## src/rtl/main_mem_responder.sv

```systemverilog
// Backing-memory responder for the data cache: accepts one line read or one
// single-word write at a time and answers after a fixed latency.
module main_mem_responder #(
  parameter int WIDTH      = 32,
  parameter int MEM_SIZE   = 32,
  parameter int LINE_WORDS = 4,
  parameter int LATENCY    = 3
) (
  input  logic                          clk,
  input  logic                          rst,
  input  logic                          req_valid,
  output logic                          req_ready,
  input  logic                          req_write,
  input  logic [$clog2(MEM_SIZE)-1:0]   req_addr,
  input  logic [WIDTH-1:0]              req_wdata,
  output logic                          rsp_valid,
  output logic [WIDTH-1:0]              rsp_data,
  output logic [$clog2(LINE_WORDS)-1:0] rsp_offset,
  output logic                          rsp_last,
  output logic                          wr_done,
  output logic                          busy,
  output logic [1:0]                    dbg_state
);

  localparam int AW = $clog2(MEM_SIZE);
  localparam int OW = $clog2(LINE_WORDS);
  localparam int CW = $clog2(LATENCY + 1);

  // Handshake: a request transfers on a rising edge where req_valid and
  // req_ready are both high; req_ready is high only in IDLE, so the
  // requester holds req_valid and its payload until that edge.
  typedef enum logic [1:0] {S_IDLE, S_WAIT, S_BURST, S_WDONE} state_e;

  state_e            state_q, state_d;
  logic [CW-1:0]     lat_q, lat_d;
  logic [OW-1:0]     beat_q, beat_d;
  logic              wr_q, wr_d;
  logic [AW-1:0]     addr_q, addr_d;
  logic [WIDTH-1:0]  wdata_q, wdata_d;
  logic [WIDTH-1:0]  mem_q [MEM_SIZE];

  logic              rsp_valid_q, rsp_valid_d;
  logic [WIDTH-1:0]  rsp_data_q, rsp_data_d;
  logic [OW-1:0]     rsp_offset_q, rsp_offset_d;
  logic              rsp_last_q, rsp_last_d;
  logic              wr_done_q, wr_done_d;
  logic              busy_q, busy_d;
  logic              req_ready_q, req_ready_d;

  always_comb begin
    state_d = state_q;
    lat_d   = lat_q;
    beat_d  = beat_q;
    wr_d    = wr_q;
    addr_d  = addr_q;
    wdata_d = wdata_q;
    case (state_q)
      S_IDLE: begin
        if (req_valid && req_ready_q) begin
          wr_d    = req_write;
          addr_d  = req_addr;
          wdata_d = req_wdata;
          beat_d  = '0;
          if (LATENCY == 1) begin
            state_d = req_write ? S_WDONE : S_BURST;
          end else begin
            state_d = S_WAIT;
            lat_d   = CW'(LATENCY - 1);
          end
        end
      end
      S_WAIT: begin
        if (lat_q == CW'(1)) state_d = wr_q ? S_WDONE : S_BURST;
        else                 lat_d   = lat_q - CW'(1);
      end
      S_BURST: begin
        if (beat_q == OW'(LINE_WORDS - 1)) begin
          state_d = S_IDLE;
          beat_d  = '0;
        end else begin
          beat_d  = beat_q + OW'(1);
        end
      end
      S_WDONE: state_d = S_IDLE;
      default: state_d = S_IDLE;
    endcase
  end

  // Outputs are registered from the next state, so a beat's data is read
  // from the array one edge early; no write can land during a burst.
  always_comb begin
    rsp_valid_d  = (state_d == S_BURST);
    rsp_offset_d = rsp_valid_d ? beat_d : '0;
    rsp_last_d   = rsp_valid_d && (beat_d == OW'(LINE_WORDS - 1));
    rsp_data_d   = rsp_valid_d ? mem_q[{addr_d[AW-1:OW], beat_d}] : '0;
    wr_done_d    = (state_d == S_WDONE);
    busy_d       = (state_d != S_IDLE);
    req_ready_d  = (state_d == S_IDLE);
  end

  always_ff @(posedge clk) begin
    if (rst) begin
      state_q      <= S_IDLE;
      lat_q        <= '0;
      beat_q       <= '0;
      wr_q         <= 1'b0;
      addr_q       <= '0;
      wdata_q      <= '0;
      rsp_valid_q  <= 1'b0;
      rsp_data_q   <= '0;
      rsp_offset_q <= '0;
      rsp_last_q   <= 1'b0;
      wr_done_q    <= 1'b0;
      busy_q       <= 1'b0;
      req_ready_q  <= 1'b1;
      for (int i = 0; i < MEM_SIZE; i++) mem_q[i] <= '0;
    end else begin
      state_q      <= state_d;
      lat_q        <= lat_d;
      beat_q       <= beat_d;
      wr_q         <= wr_d;
      addr_q       <= addr_d;
      wdata_q      <= wdata_d;
      rsp_valid_q  <= rsp_valid_d;
      rsp_data_q   <= rsp_data_d;
      rsp_offset_q <= rsp_offset_d;
      rsp_last_q   <= rsp_last_d;
      wr_done_q    <= wr_done_d;
      busy_q       <= busy_d;
      req_ready_q  <= req_ready_d;
      if (state_q == S_WDONE) mem_q[addr_q] <= wdata_q;
    end
  end

  assign rsp_valid  = rsp_valid_q;
  assign rsp_data   = rsp_data_q;
  assign rsp_offset = rsp_offset_q;
  assign rsp_last   = rsp_last_q;
  assign wr_done    = wr_done_q;
  assign busy       = busy_q;
  assign req_ready  = req_ready_q;
  assign dbg_state  = state_q;

endmodule
```

## config.mk

```make
export PLATFORM = sky130hd
export DESIGN_NAME = main_mem_responder
export DESIGN_NICKNAME = d
export VERILOG_FILES = /design/src/rtl/main_mem_responder.sv
export SDC_FILE = /design/constraint.sdc
export NUM_CORES = 2
export LEC_CHECK = 0
export CAP_MARGIN = 20
export CORE_MARGIN = 3
export CORE_UTILIZATION = 40
export CTS_BUF_LIST = sky130_fd_sc_hd__clkbuf_4
export DETAILED_ROUTE_END_ITERATION = 8
export MAX_ROUTING_LAYER = met4
export PLACE_DENSITY_LB_ADDON = 0.05
export SYNTH_ARGS = -nofsm -noshare
export SYNTH_HDL_FRONTEND = slang
export SYNTH_SLANG_ARGS = --single-unit
```

## constraint.sdc

```tcl
create_clock -name clk -period 6.7 [get_ports clk]
set_clock_uncertainty 0.05 [all_clocks]
set_input_delay 1.34 -clock clk [delete_from_list [all_inputs] [get_ports clk]]
set_output_delay 1.34 -clock clk [all_outputs]
set_load 0.01 [all_outputs]
```

==> impl_metrics.ini <==
[routing]
drc = 0
vias = 33100
via_per_inst = 5.39
drt_wl_total_mm = 165
antenna_left = 0
drtIter0Drc = 3103
drt_first_pass_iters = 7
wire_per_inst_um = 26.8

[worst_setup_path]
cp-start-kind = input pin
critPathMaxStageDelay_ns = 0.99
slowest_stage = a211oi_4
worst-path-buf-inv = 3
path_class = input pin to flop
worstPathMaxFanout = 25
cp.required_ns = 7.71
crit_family = compound AO/OA/AOI/OAI gates
endpoint_kind = flop
reg2reg_depth = 9
path_depth = 10
crit_chain = clkdlybuf4s50_1 > a21oi_2 > a211oi_4 > buf_12 > buf_4 > mux2i_1 > o22ai_1 > a311o_1 > a31oi_1 > nor4_1
worst-endpoint-arrival_ns = 5.29

[clock_tree]
hold_buffers = 0
postCtsSetupBuffers = 0
clk_pin_slew_worst_paths_ns = 0.06
cts_buffer_depth = 4
cts_resized = 0
cts_tree = yes
clockRootBuffer = clkbuf_4
htreeDepth = 5
cts.sinks = 1107
cts_buffers = 326
clk_latency_ns = 1.26

[logic_synthesis]
yosysTopAreaCell = edfxtp_1
ys_top_cells_by_area = edfxtp_1 (62%), and2_1 (13%), nand2_1 (4.9%)
synthTopCellsByCount = and2_1 (1026), edfxtp_1 (1024), nand2_1 (649)
syn_inst = 4102
synth_most_common_cell = and2_1
ys.flop_type = edfxtp_1
ys_async_sr_fraction_pct = 0
synth_edf_count = 1024
synth_seq_area_share_pct = 65.4
synth_top_area_share_pct = 62.0
netlist_area_sq_mm = 0.0496
yosysWarnings = 0
ys_ff_latch = 1107
ys_types = 61
syn_area_per_cell_sq_um = 12.1
synth_fp_nets = 4145

[sta]
finalHoldViolCount = 0
finalSetupViolCount = 0
setup_tns_ns = 0
finalCriticalPeriod_ns = 4.28
rsz0062_at_grt = no
finalMaxSlewViolations = 0
worst_pin_slew_ns = 1.13
period_share_pct = 63.9
fmax_ghz = 0.233
slew-limit-headroom_pct = 24.3

[die]
start_util_pct = 40.5
die_area_sq_mm = 0.128
design.core.area_sq_mm = 0.122
die_w_um = 358
die_height_um = 358
rows = 128
ios = 82

[pwr]
p_comb_share_pct = 8.0
pwr_density_cell_mw_per_mm2 = 274
seq_power_share_pct = 50.9
clkPwrFrac_pct = 41.1
ir_drop_mv = 0.174
fin_total_pwr_mw = 15.4
netSwitchingPower_mw = 3.88
p_int_mw = 11.5
power.leakage_nw = 21.4
swShare_pct = 25.1

[status]
status = complete, no violations

[worst_hold_path]
min_path_cells = 2
hold_class = flop to flop

[global_route]
grt_max_degree = 94
gr-usage-all-layers_pct = 26.7
grt-ovfl-total = 0
grt_pass1_vias = 33400
grt_pass1_wl_mm = 238
antenna_found_initial = 13

[layout]
multi_input_area_sq_mm = 0.0156
fin_area_sq_mm = 0.0563
regArea_sq_mm = 0.0324
drive_gt1_share_pct = 17.2
nets = 4340
area_growth_pct = 13.7
fill_cells = 11400

[flow_run]
max-cap-violations = 0

[place]
gp_congestion = 0.789
port_buffers = 81
dpl_cell_area_sq_mm = 0.0522
place.detailed.hpwl_mm = 95.0
[worst register-to-register path: cells and delay by family (launching register included)]
family,cells,cell delay [ns]
AO/OA/AOI/OAI,5,2.40
flip-flops,1,0.62
buffers and inverters,2,0.60
multiplexers,1,0.24
AND/OR/NAND/NOR,1,0.13
[state kept, by name, indices dropped and copies added, names as in the netlist, 2 cells and up]
register    count
wdata_q        32
rsp_data       32
lat_q           2
dbg_state       2
addr_q          5
rsp_offset      2
mem_q        1024
beat_q          2
[metal layers]
metal  wire length [um]  GRT usage (%)  vias to the layer above
met5                  0              -                        -
met3               9670           4.22                      288
met4               5310           9.84                        0
met1              73500           36.0                    16600
li1                   -              -                    15000
met2              76600           40.9                     1199
[worst paths after layout]
path | from | endpoint | slack [ns]
worst max-delay path | req_valid | rsp_data[19]$_SDFF_PP0_ | 2.42
worst min-delay path | wdata_q[26]$_SDFFE_PP0P_ | wdata_q[26]$_SDFFE_PP0P_ | 0.40
worst min register to register | wdata_q[26]$_SDFFE_PP0P_ | wdata_q[26]$_SDFFE_PP0P_ | 0.40
worst max register to register | dbg_state[1]$_SDFF_PP0_ | rsp_data[19]$_SDFF_PP0_ | 2.45
[cell usage in the layout, fill, tap and decap left out, types with 38 or more instances in the layout]
| cell | n |
|---|---|
| a21oi_1 | 144 |
| a31oi_1 | 62 |
| a32oi_1 | 40 |
| and2_1 | 1026 |
| buf_4 | 138 |
| clkbuf_4 | 499 |
| clkdlybuf4s50_1 | 80 |
| clkinv_1 | 38 |
| dfxtp_1 | 83 |
| edfxtp_1 | 1024 |
| mux2i_1 | 104 |
| nand2_1 | 649 |
| nand3_1 | 119 |
| nor2_1 | 64 |
| nor4_1 | 40 |
| o22ai_1 | 72 |
[cells by family (layout without fill, tap and decap cells)]
kind of cell / after synthesis / in the layout / share of synthesized area (%)
AND/OR/NAND/NOR: 2051 / 2051 / 21.9
flip-flops: 1107 / 1107 / 65.4
AO/OA/AOI/OAI: 434 / 434 / 5.97
buffers and inverters: 375 / 785 / 3.42
multiplexers: 133 / 133 / 3.27
adder cells (fa/ha/maj): 2 / 2 / 0.0505
other: 0 / 13 / 0
[stage by stage]
stage | util (%) | cells | hold slack (ns) | setup WS (ns)
detailed placement | 42.7 | 5589 | 0.397 | 1.15
finish | 46.0 | 6150 | 0.404 | 2.42
global placement | 42.6 | 5583 | 0.392 | 1.19
CTS | 45.9 | 6132 | 0.291 | 2.42
global route | 46.0 | 6145 | 0.355 | 2.31
floorplan | - | 4102 | 0.386 | 3.31
[power by group through the flow]
stage	registers, mW	logic, mW	clock network, mW
final	7.86	1.23	6.34
after global routing	7.88	1.30	6.88
after CTS	7.87	1.23	6.51
after detailed placement	8.01	1.23	0
after global placement	8.02	1.21	0
after floorplan	7.96	0.648	0
[cell type report]
| cell class | instances | area share [%] |
|---|---|---|
| Multi-Input combinational cell | 2620 | 27.7 |
| Inverter | 4 | 0.0266 |
| Sequential cell | 1107 | 57.5 |
| Tap cell | 1625 | 3.61 |
| Clock inverter | 44 | 0.433 |
| Antenna cell | 13 | 0.0577 |
| Timing Repair Buffer | 238 | 4.01 |
| Clock buffer | 499 | 6.65 |
No activity file was read; power rests on OpenSTA's default activity.
